<file path="config.mk">
export PLATFORM = sky130hd
export DESIGN_NAME = tanh_grad
export DESIGN_NICKNAME = d
export VERILOG_FILES = /design/src/rtl/tanh_grad.sv
export SDC_FILE = /design/constraint.sdc
export NUM_CORES = 1
export LEC_CHECK = 0
export BUFFER_PORTS_ARGS = -buffer_cell sky130_fd_sc_hd__buf_2
export CORE_MARGIN = 10
export CORE_UTILIZATION = 65
export CTS_CLUSTER_SIZE = 28
export DETAILED_ROUTE_END_ITERATION = 10
export PLACE_DENSITY = 0.85
export SKIP_LAST_GASP = 1
export SYNTH_ARGS = -nofsm -noshare
export SYNTH_HDL_FRONTEND = slang
export SYNTH_SLANG_ARGS = --single-unit
</file>
<file path="constraint.sdc">
create_clock -name clk -period 9.9 [get_ports clk]
set_input_delay 0.495 -clock clk [delete_from_list [all_inputs] [get_ports clk]]
set_output_delay 0.495 -clock clk [all_outputs]
set_load 0.01 [all_outputs]
</file>
<file path="src/rtl/tanh_grad.sv">
// Purpose    : tanh backward pass, dx = g * (1 - y^2), all values signed Q6.9.
// Latency    : 3 cycles from input acceptance to dx valid; throughput 1 per cycle.
// Backpressure: one global advance (~out_valid | out_ready) freezes every stage; in_ready follows it.
//
// Ports:
//   clk, rst            clock; synchronous active-low reset
//   in_valid/in_ready   y/g handshake
//   y, g                forward tanh output and upstream gradient (Q6.9)
//   out_valid/out_ready dx handshake
//   dx                  input gradient (Q6.9)
//   count               completed dx transfers since reset, wraps at 16 bits
module tanh_grad (
    input  logic               clk,
    input  logic               rst,
    input  logic               in_valid,
    output logic               in_ready,
    input  logic signed [15:0] y,
    input  logic signed [15:0] g,
    output logic               out_valid,
    input  logic               out_ready,
    output logic signed [15:0] dx,
    output logic        [15:0] count
);

    localparam logic signed [15:0] ONE     = 16'sh0200;
    localparam logic signed [15:0] NEG_ONE = 16'shFE00;

    logic adv;

    // S1: clamped y and registered g
    logic               v1_q, v1_d;
    logic signed [15:0] yc_q, yc_d;
    logic signed [15:0] g1_q, g1_d;
    // S2: d = 1 - y^2 and g
    logic               v2_q, v2_d;
    logic signed [15:0] d_q, d_d;
    logic signed [15:0] g2_q, g2_d;
    // S3: result
    logic               v3_q, v3_d;
    logic signed [15:0] dx_q, dx_d;

    logic        [15:0] count_q, count_d;

    logic signed [31:0] sq;
    logic signed [31:0] prod;

    always_comb begin
        adv = ~v3_q | out_ready;
        // Pipeline is empty while reset is held, so advertise readiness even
        // on the first reset cycle; the reset branch of the register block
        // guarantees nothing is captured.
        in_ready = adv | ~rst;

        // Arithmetic is computed every cycle; only the load is gated.
        sq   = 32'(yc_q) * 32'(yc_q);
        prod = 32'(g2_q) * 32'(d_q);

        v1_d    = v1_q;
        yc_d    = yc_q;
        g1_d    = g1_q;
        v2_d    = v2_q;
        d_d     = d_q;
        g2_d    = g2_q;
        v3_d    = v3_q;
        dx_d    = dx_q;
        count_d = count_q + {15'd0, v3_q & out_ready};

        if (adv) begin
            v1_d = in_valid;
            if (y > ONE) begin
                yc_d = ONE;
            end else if (y < NEG_ONE) begin
                yc_d = NEG_ONE;
            end else begin
                yc_d = y;
            end
            g1_d = g;

            // yc in [-1,1] so y^2 in [0,1] and d fits comfortably in 16 bits.
            v2_d = v1_q;
            d_d  = 16'(32'sh0000_0200 - (sq >>> 9));
            g2_d = g1_q;

            // d in [0,1] means |dx| <= |g|: truncation cannot overflow.
            v3_d = v2_q;
            dx_d = 16'(prod >>> 9);
        end
    end

    always_ff @(posedge clk) begin
        if (!rst) begin
            v1_q    <= 1'b0;
            yc_q    <= '0;
            g1_q    <= '0;
            v2_q    <= 1'b0;
            d_q     <= '0;
            g2_q    <= '0;
            v3_q    <= 1'b0;
            dx_q    <= '0;
            count_q <= '0;
        end else begin
            v1_q    <= v1_d;
            yc_q    <= yc_d;
            g1_q    <= g1_d;
            v2_q    <= v2_d;
            d_q     <= d_d;
            g2_q    <= g2_d;
            v3_q    <= v3_d;
            dx_q    <= dx_d;
            count_q <= count_d;
        end
    end

    assign out_valid = v3_q;
    assign dx        = dx_q;
    assign count     = count_q;

endmodule

</file>
==> impl_metrics.env <==
export IMPL_syn_inst=2110
export IMPL_yosysTopAreaCellShare_pct=40.0
export IMPL_layout_min_cycle_time_ns=7.48
export IMPL_synth_top_area_cell="fa_1"
export IMPL_ys_ff_latch=99
export IMPL_power_leakage_nw=9.44
export IMPL_status="finished clean"
export IMPL_ys_top_cells_by_area="fa_1, dfxtp_1, inv_1, ha_1, nand2_1"
export IMPL_ff_latch_area_sq_mm=0.00198
export IMPL_ys_seq_area_share_pct=10.7
export IMPL_grt_usage_pct=24.9
export IMPL_worst_pin_slew_ns=0.871
export IMPL_hold_viol_final=0
export IMPL_total_power_mw=2.32
export IMPL_numCtsBuffers=9
export IMPL_vias=13600
export IMPL_end_kind="flip-flop"
export IMPL_diodes=0
export IMPL_synthXorXnorAreaFrac_pct=4.62
export IMPL_cts_setup_buffers=0
export IMPL_r2r_start="yc_q[4]"
export IMPL_relSlewSlack_pct=41.6
export IMPL_setup_viol=0
export IMPL_rows=61
export IMPL_dr_pass1_iters=6
export IMPL_wl_per_cell_microns=16.6
export IMPL_area_delta_synth_final_pct=4.47
export IMPL_grt_pass1_wl_microns=73000
export IMPL_cts_root_buffer="clkbuf_16"
export IMPL_htree_levels=3
export IMPL_post_dp_cell_area_sq_mm=0.0191
export IMPL_rsz0062_at_grt="no"
export IMPL_multiInputGateArea_sq_mm=0.0143
export IMPL_clkSinkCount=99
export IMPL_coreArea_sq_mm=0.0280
export IMPL_yosys_top_cells_count="inv_1, fa_1, nand2_1, and2_1, ha_1"
export IMPL_startpoint="yc_q[4]"
export IMPL_die_height_microns=189
export IMPL_cts_hold_buffers_added=0
export IMPL_holdCritPathClass="in2reg"
export IMPL_gp_congestion=0.928
export IMPL_maxCapViolations=0
export IMPL_nFillCells=2127
export IMPL_vias_per_cell=5.48
export IMPL_setup_ws_ns=2.42
export IMPL_dr_first_iter_drc_count=1067
export IMPL_hold_path_startpoint="y[3]"
export IMPL_worstPathMaxFanout=20
export IMPL_clk_latency_ns=0.38
export IMPL_die_area_sq_mm=0.0357
export IMPL_yosys_warnings=0
export IMPL_peakVddDrop_mv=0.113
export IMPL_wirelength_microns=41200
export IMPL_grt_overflow_total=0
export IMPL_finalMaxSlewViolations=0
export IMPL_max_freq_mhz=134
export IMPL_drc=0
export IMPL_fin_util_pct=69.2
export IMPL_critical_path_class="reg2reg"
export IMPL_nNetsFinal=2661
export IMPL_synthArstFlopShare_pct=0
export IMPL_synthSimpleGateAreaFrac_pct=15.1
export IMPL_tns_ns=0
export IMPL_ctsResizeCount=0
export IMPL_syn_area_sq_mm=0.0186
export IMPL_cts_tree="yes"
export IMPL_fin_area_sq_mm=0.0194
export IMPL_synth_edf_count=0
export IMPL_crit_path_start_kind="flip-flop"
export IMPL_first_global_vias=15500
export IMPL_synth_top_family_by_area="adder cells"
export IMPL_grt_antenna_before_repair=0
export IMPL_synth_cell_types=67
export IMPL_yosys_area_share_adder_pct=50.1
export IMPL_cp_data_required_time_ns=10.18
export IMPL_p_per_area_mw_per_mm2=119
export IMPL_synthMostInstantiatedCell="inv_1"
export IMPL_pre_cts_slack_ns=2.56
export IMPL_grt_max_degree=76
export IMPL_cp_arrival_ns=7.76
export IMPL_post_synth_cell_area_avg_sq_um=8.80
export IMPL_post_route_period_util_pct=75.5
export IMPL_path_clk_slew_ns=0.08
export IMPL_yosys_most_used_dff="dfxtp_1"
export IMPL_dp_hpwl_microns=33400
export IMPL_syn_nets=2667
export IMPL_start_util_pct=66.3
export IMPL_synthMuxAreaShare_pct=0.0539
export IMPL_die_x_microns=189
export IMPL_drive_gt1_share_pct=5.07
export IMPL_io_buffers=69
export IMPL_clock_path_buffers=2
export IMPL_fin_skew_ns=0.0196
export IMPL_synth_compound_area_share_pct=6.98
export IMPL_ios=70
export IMPL_postRouteAntennaNets=0
[metal layers]
| metal | GRT usage (%) | vias to the layer above | wire length, microns |
|---|---|---|---|
| met5 | 0 | - | 0 |
| met4 | 9.74 | 0 | 1550 |
| met3 | 4.70 | 108 | 3370 |
| met2 | 43.9 | 504 | 20700 |
| met1 | 29.3 | 6795 | 15600 |
| li1 | - | 6218 | - |
[flip-flops by register name (all words and copies together), names as in the netlist]
signal and cells:
count 16, g1_q 16, d_q 16, v1_q 1
g2_q 16, out_valid 1, yc_q 16, v2_q 1
dx 16
[report_power, final]
part / switching (mW) / total, mW / internal (mW)
clock network: 0.201 / 0.385 / 0.184
registers: 0.144 / 0.601 / 0.457
logic: 0.726 / 1.33 / 0.604
[layout by cell type, fill, tap and decap left out, types with 3 or more instances in the layout]
| cell | instances |
|---|---|
| inv_1 | 519 |
| fa_1 | 371 |
| nand2_1 | 324 |
| and2_1 | 153 |
| ha_1 | 150 |
| dfxtp_1 | 99 |
| xnor2_1 | 71 |
| buf_2 | 69 |
| o21ai_0 | 44 |
| nor2_1 | 42 |
| a21boi_0 | 37 |
| xor2_1 | 27 |
| a21oi_1 | 24 |
| nor3_1 | 15 |
| nand2b_1 | 14 |
| nand3_1 | 14 |
| nand4_1 | 9 |
| and3_1 | 9 |
| clkbuf_16 | 9 |
| a21o_1 | 8 |
| o21ai_1 | 6 |
| buf_4 | 6 |
| a211oi_1 | 5 |
| o21bai_1 | 5 |
| a22o_1 | 5 |
| a31oi_1 | 4 |
| nor2b_1 | 4 |
| and4_1 | 3 |
| o21a_1 | 3 |
| o211ai_1 | 3 |
| or4_1 | 3 |
| o22ai_1 | 3 |
[final timing paths]
check | endpoint | slack (ns) | depth (start not counted)
worst max register to register | d_q[15] | 2.42 | 23
worst max-delay path | d_q[15] | 2.42 | 23
worst min register to register | dx[4] | 0.45 | 2
worst min-delay path | yc_q[3] | 0.34 | 3
[worst max-delay path, cell delays in order (launching register included)]
cell and delay (ns):
dfxtp_1 0.81, nand2_1 0.23, inv_1 0.12, fa_1 0.40
inv_1 0.08, fa_1 0.45, fa_1 0.52, inv_1 0.06
fa_1 0.49, fa_1 0.50, inv_1 0.05, fa_1 0.47
inv_1 0.04, ha_1 0.37, a21oi_1 0.27, o211ai_1 0.17
a41o_1 0.26, a31oi_2 0.26, o21ai_1 0.15, a211o_1 0.34
a2111oi_2 0.63, a21oi_2 0.11, or4_1 0.51, o221ai_1 0.07
[stage by stage]
| step | instances | hold slack, ns |
|---|---|---|
| floorplan | 2110 | 0.441 |
| global placement | 2471 | 0.430 |
| detailed placement | 2471 | 0.437 |
| CTS | 2487 | 0.335 |
| global route | 2487 | 0.348 |
| finish | 2487 | 0.338 |
[layout make-up]
type	count	share of cell area (%)
clock buffers	9	1.16
clock inverters	7	0.458
inverters	521	10.1
multi-input cells	1398	73.6
flip-flops and latches	99	10.2
well taps	378	2.44
repair buffers	75	2.01
[logic make-up after synthesis]
logic type / count (synthesis)
adders and majority gates: 521
AOI/OAI and AO/OA: 181
buffers and inverters: 613
DFF: 99
xor gates and xnor gates: 98
muxes: 1
and+or+nand+nor: 597
No activity file was read; power rests on OpenSTA's default activity.
